**src/rtl/dus_img_loader.sv**
```systemverilog
// rtl/dus_img_loader.sv - frame loader feeding the img memory, then one ap_ctrl_hs run of dus_hls
// Loads NUM_WORDS beats into img, starts the kernel, and muxes the img port to it until ap_done.
module dus_img_loader #(
    parameter int ADDR_WIDTH = 10,
    parameter int DATA_WIDTH = 32,
    parameter int NUM_WORDS  = 1024
) (
    input  logic                  clk,
    input  logic                  rst,
    input  logic                  in_valid,
    output logic                  in_ready,
    input  logic [DATA_WIDTH-1:0] in_data,
    input  logic                  k_img_ce0,
    input  logic [ADDR_WIDTH-1:0] k_img_address0,
    output logic                  img_ce0,
    output logic                  img_we0,
    output logic [ADDR_WIDTH-1:0] img_address0,
    output logic [DATA_WIDTH-1:0] img_d0,
    output logic                  ap_start,
    input  logic                  ap_ready,
    input  logic                  ap_done,
    output logic                  frame_done,
    output logic [15:0]           frame_count
);

    typedef enum logic [1:0] {
        ST_LOAD  = 2'd0,
        ST_START = 2'd1,
        ST_WAIT  = 2'd2
    } state_t;

    localparam logic [ADDR_WIDTH:0] LAST_PTR = (ADDR_WIDTH + 1)'(NUM_WORDS - 1);

    state_t                state;
    state_t                state_next;
    logic [ADDR_WIDTH:0]   wr_ptr;
    logic [ADDR_WIDTH:0]   wr_ptr_next;
    logic                  ap_start_next;
    logic                  frame_done_next;
    logic [15:0]           frame_count_next;
    logic                  accept;

    always_ff @(posedge clk or posedge rst) begin
        if (rst) begin
            state       <= ST_LOAD;
            wr_ptr      <= '0;
            ap_start    <= 1'b0;
            frame_done  <= 1'b0;
            frame_count <= 16'd0;
        end else begin
            state       <= state_next;
            wr_ptr      <= wr_ptr_next;
            ap_start    <= ap_start_next;
            frame_done  <= frame_done_next;
            frame_count <= frame_count_next;
        end
    end

    always_comb begin
        state_next       = state;
        wr_ptr_next      = wr_ptr;
        frame_done_next  = 1'b0;
        frame_count_next = frame_count;
        in_ready         = 1'b0;
        accept           = 1'b0;
        img_ce0          = 1'b0;
        img_we0          = 1'b0;
        img_address0     = wr_ptr[ADDR_WIDTH-1:0];
        img_d0           = in_data;

        case (state)
            ST_LOAD: begin
                in_ready = 1'b1;
                accept   = in_valid;
                img_ce0  = accept;
                img_we0  = accept;
                if (accept) begin
                    if (wr_ptr == LAST_PTR) begin
                        wr_ptr_next = '0;
                        state_next  = ST_START;
                    end else begin
                        wr_ptr_next = wr_ptr + 1'b1;
                    end
                end
            end
            ST_START: begin
                img_ce0      = k_img_ce0;
                img_address0 = k_img_address0;
                img_d0       = '0;
                // A kernel that finishes in its start-handshake cycle completes the frame directly.
                if (ap_ready) begin
                    if (ap_done) begin
                        state_next       = ST_LOAD;
                        frame_done_next  = 1'b1;
                        frame_count_next = frame_count + 16'd1;
                    end else begin
                        state_next = ST_WAIT;
                    end
                end
            end
            ST_WAIT: begin
                img_ce0      = k_img_ce0;
                img_address0 = k_img_address0;
                img_d0       = '0;
                if (ap_done) begin
                    state_next       = ST_LOAD;
                    frame_done_next  = 1'b1;
                    frame_count_next = frame_count + 16'd1;
                end
            end
            default: begin
                state_next = ST_LOAD;
            end
        endcase

        ap_start_next = (state_next == ST_START);
    end

endmodule

```
**config.mk**
```make
export PLATFORM = sky130hd
export DESIGN_NAME = dus_img_loader
export DESIGN_NICKNAME = d
export VERILOG_FILES = /design/src/rtl/dus_img_loader.sv
export SDC_FILE = /design/constraint.sdc
export NUM_CORES = 1
export LEC_CHECK = 0
export CAP_MARGIN = 15
export CELL_PAD_IN_SITES_DETAIL_PLACEMENT = 2
export CELL_PAD_IN_SITES_GLOBAL_PLACEMENT = 2
export CORE_ASPECT_RATIO = 1.2
export CORE_MARGIN = 2
export CORE_UTILIZATION = 23
export CTS_BUF_LIST = sky130_fd_sc_hd__clkbuf_2 sky130_fd_sc_hd__clkbuf_4 sky130_fd_sc_hd__clkbuf_8
export CTS_CLUSTER_DIAMETER = 150
export DETAILED_ROUTE_END_ITERATION = 12
export HOLD_SLACK_MARGIN = 0.06
export PLACE_DENSITY = 0.86
export SKIP_CTS_REPAIR_TIMING = 1
export SLEW_MARGIN = 0
export SYNTH_ARGS = -nofsm -noshare
export SYNTH_HDL_FRONTEND = slang
export SYNTH_SLANG_ARGS = --single-unit
```
**constraint.sdc**
```tcl
create_clock -name clk -period 6.2 [get_ports clk]
set_clock_uncertainty 0.15 [all_clocks]
set_input_delay 0.62 -clock clk [delete_from_list [all_inputs] [get_ports clk]]
set_output_delay 0.62 -clock clk [all_outputs]
set_load 0.02 [all_outputs]
```
Word-level counts from Yosys, hierarchy flattened
Index checks and enable logic that the tools add are counted.
{"block": "word_totals", "regBits": 31, "elab_cells": 35, "mem_bits_rw": 0, "input_bits": 48, "n_memories": 0, "out_inout_bits": 63, "romBits": 0, "latchBits": 0}
{"block": "classes", "bitwise_logic": 0, "n_div": 0, "shift": 0, "add_sub_neg": 2, "n_eq_ne": 5, "n_mux": 18, "reduce_logical": 5, "magnitude_cmp": 0, "multipliers": 0}
{"cell": "$mux 16", "count": 2}
{"cell": "$mux 32", "count": 1}
{"cell": "$pmux 16 s2", "count": 1}
{"cell": "$add 16x1->16 const B", "count": 1}
{"cell": "$add 11x1->11 const B", "count": 1}
{"cell": "$eq 11x10->1 const B", "count": 1}
{"cell": "$mux 11", "count": 1}
{"cell": "$mux 10", "count": 1}
{"cell": "$mux 2", "count": 5}
{"cell": "$pmux 2 s3", "count": 1}
{"cell": "$eq 2x1->1 const B", "count": 2}
{"cell": "$mux 1", "count": 4}
{"cell": "$pmux 1 s2", "count": 2}
{"cell": "$reduce_and 2->1", "count": 2}
{"cell": "$eq 2x2->1 const B", "count": 1}
{"cell": "$logic_not 2->1", "count": 1}
{"cell": "$ne 2x2->1 const B", "count": 1}
{"cell": "$reduce_bool 2->1", "count": 1}
{"cell": "$reduce_or 2->1", "count": 1}

Depth between registers and ports, before layout
{"block": "logic_depth", "depth_word": 5, "mapped_depth": 7, "ltp_nobuf": 7}

Least setup slack after synthesis
No wires, ideal clock.
{"block": "synth_timing", "path_type": "register to output", "from": "register state[1]", "to": "output port img_address0[5]", "path_buffers": 2, "required_time_ns": 5.430, "arrival_ns": 1.734, "slack_ns": 3.696, "stages_incl_launch_ff": 6, "cell_sequence": "dfrtp_1 > inv_1 > ha_1 > clkbuf_1 > buf_1 > mux2_2"}
{"block": "synth_via", "elab_chain_cells": 3, "elab_cells_between_ends": 4, "classes_between": "eq/ne: 2; mux: 1; reduce/logical: 1"}
{"item": "from (decl)", "line": "34", "text": "state_t state;"}
{"item": "from (signal assigned)", "line": "51", "text": "state <= state_next;"}
{"item": "$eq 2x2->1 or $eq 2x1->1 (tied branches)", "line": "71", "text": "case (state)"}
{"item": "$reduce_or 2->1 (no line) *"}
{"item": "$mux 10 *", "line": "71"}
{"item": "to (decl)", "line": "17", "text": "output logic [ADDR_WIDTH-1:0] img_address0,"}
Every way passes the cells marked *; elsewhere a longest branch is shown, timed or not.

Final worst setup path
{"block": "layout_timing", "from": "register state[1]", "to": "output port img_address0[3]"}
The elaborated chain is that of the path after synthesis.

==> metrics.txt <==
fin cells 396; Layout area overhead 70.9%; vias in the first global route 2059; Mapped Nets 244; Slew @ Worst Pin 687 ps; mean area per synthesized cell 9.63 sq um; start point of the critical path state[1]; warning count from the yosys run 0; largest stage delay on the critical path 700 ps; register area share after synthesis 0.424; setup violators final 0; DP Cell Count 388; initial antenna violation count 0; DR vias 1839; Clk pwr share 0.148; total CTS buffers 5; Total GRT Usage 0.147; crit path max-delay cell type ha_1; Sink Count 31; pin count of the biggest net entering global routing 32; unrepaired setup endpoints after global routing no; Post-synth ARST share 1.00; Mapped Cells 190; post-synthesis cell type with the largest combined area dfrtp_1; arrival time worst endpoint 2820 ps; final wirelength 6030 microns; IO Port Bufs 110; Tot Pwr 1070 uW; Detailed Route Iter0 Violations 23; internal power 634 uW; Final nets 357; Post-Syn Area 1830 sq um; Max Slew Vio Count 0; Final GP Congestion 0.728; DRT antenna net count 0; number of H-tree levels 2; TritonCTS clock tree yes; Required @ worst endpoint 5430 ps; Final min period 3590 ps; Inserted Diodes 0; max_slew headroom 0.538; mean routed wirelength per cell 15.2 microns; status finished, final reports clean; Max FO, Critical Path 28; Die W 85.4 microns; Switch Pwr 441 uW; max-cap check violation count 0; sequential share of power 0.274; worst r2r src state[1]; Leak 0.00130 uW; Reg2Reg Capture Point wr_ptr[9]; fin worst setup slack 2610 ps; DIE AREA 8690 sq um; vias per cell 4.64; class of the worst hold path register to register; Clock transition at path regs 60 ps; CP Capture Point img_address0[3]; Tcrit/Tclk final 0.579; Startpoint Class register; I/O Pins 111; DP HPWL 4850 microns; Initial Utilization 0.237; Pre-antenna DRT Iters 4; Fillers 857; Synth top cells by count nor2b_1 (36), dfrtp_1 (31), nand2_1 (15); Reg2Reg Depth 6; peak supply drop 0.187 mV; DIE HEIGHT 102 microns; Netlist cell types 30; sw frac 0.410; top cells by area, synth dfrtp_1 (42%), nor2b_1 (12%), mux2_2 (6.8%); setup_tns 0 ps; f_max 279 MHz; Post-synth EDFFs 0; power share of the combinational group 0.578; top-area cell type share of the netlist area 0.424; pwr dens 344 nW/um^2; clk root buf clkbuf_8; Clock Path Buffers 2; Std-Cell Rows 35; count leader, synth nor2b_1; remaining global-route overflow 0; design area 3130 sq um; ys flop type dfrtp_1; clock latency on the worst-skew pair 280 ps; Crit Path Class register to primary output; global-route wire length before repair 10000 microns; crit-path cells inv_1, ha_1, buf_4, mux2_2, clkdlybuf4s50_1; # DRC 0; Hold Crit Depth 1; Placement Setup Slack 2870 ps; share of cells above drive strength 1 0.0822; crit end category primary output; core area 7710 sq um; register bit total from synthesis 31; placed inst area 3040 sq um; Fin. Hold Viols 0; R2R setup slack 3840 ps
-- power by group through the flow --
stage	combinational, uW	sequential, uW	clock (uW)
global route	674	305	179
CTS	633	296	169
floorplan	320	304	0
detailed placement	628	300	0
finish	621	294	159
global placement	616	297	0
-- cell usage in the layout, fill, tap and decap left out --
cell,count
o221a_2,1
and4_1,1
nor3_1,8
buf_4,2
nand2_1,15
o31a_2,1
clkinv_2,1
clkbuf_8,5
nand4_1,8
and2_1,2
o31ai_1,1
dfrtp_1,31
a22o_1,1
nor4_1,1
a21o_1,1
nand3_1,6
o21ai_0,4
a22oi_1,1
or2_2,1
clkbuf_4,2
and3_1,2
ha_1,6
inv_1,6
nand3b_1,1
nor2_1,12
mux2_2,11
a21oi_1,3
clkdlybuf4s50_1,110
xnor2_1,13
or4_1,1
xor2_1,9
nand4_4,1
nor2b_1,36
-- layer usage --
layer | vias to the layer above | GRT usage | wire length, microns
met5 | - | 0 | 0
met4 | 0 | 0.0366 | 57
met3 | 5 | 0.0513 | 584
met2 | 93 | 0.263 | 3060
met1 | 875 | 0.166 | 2330
li1 | 866 | - | -
-- logic make-up after synthesis --
family | synth area share
buffers and inverters | 0.0246
flip-flops | 0.424
AO/OA/AOI/OAI | 0.0479
AND/OR/NAND/NOR | 0.289
adder cells (fa/ha/maj) | 0.0410
XOR/XNOR | 0.105
multiplexers | 0.0677
-- flip-flops by register name, indices dropped and copies added (netlist names) --
register / flops
state: 2
ap_start: 1
frame_done: 1
frame_count: 16
wr_ptr: 11
-- worst min path at each step --
stage                                 end       startpoint  slack, ps
after global placement    frame_count[15]  frame_count[15]        310
after detailed placement  frame_count[15]  frame_count[15]        330
final                     frame_count[15]  frame_count[15]        330
after CTS                 frame_count[15]  frame_count[15]        340
after global routing           wr_ptr[10]       wr_ptr[10]        380
after floorplan                wr_ptr[10]       wr_ptr[10]        320
-- per-stage QoR --
step | utilization | hold slack (ps)
floorplan | - | 315
detailed placement | 0.394 | 328
finish | 0.406 | 332
global route | 0.406 | 381
global placement | 0.394 | 313
CTS | 0.406 | 341
-- worst max-delay path: cells and delay by family (launching register included) --
family                     cells  cell delay (ps)
muxes                          1              370
buffers and inverters          3             1020
DFF                            1              430
adders and majority gates      1              700
-- final cells by class --
type,count,area [sq um],share of cell area
Clock buffer,7,83.8,0.0268
Clock inverter,1,5.00,0.00160
Inverter,6,22.5,0.00720
Multi-Input combinational cell,147,1010,0.323
Sequential cell,31,776,0.248
Tap cell,92,115,0.0368
Timing Repair Buffer,112,1120,0.357
(Power assumes the default switching activity.)
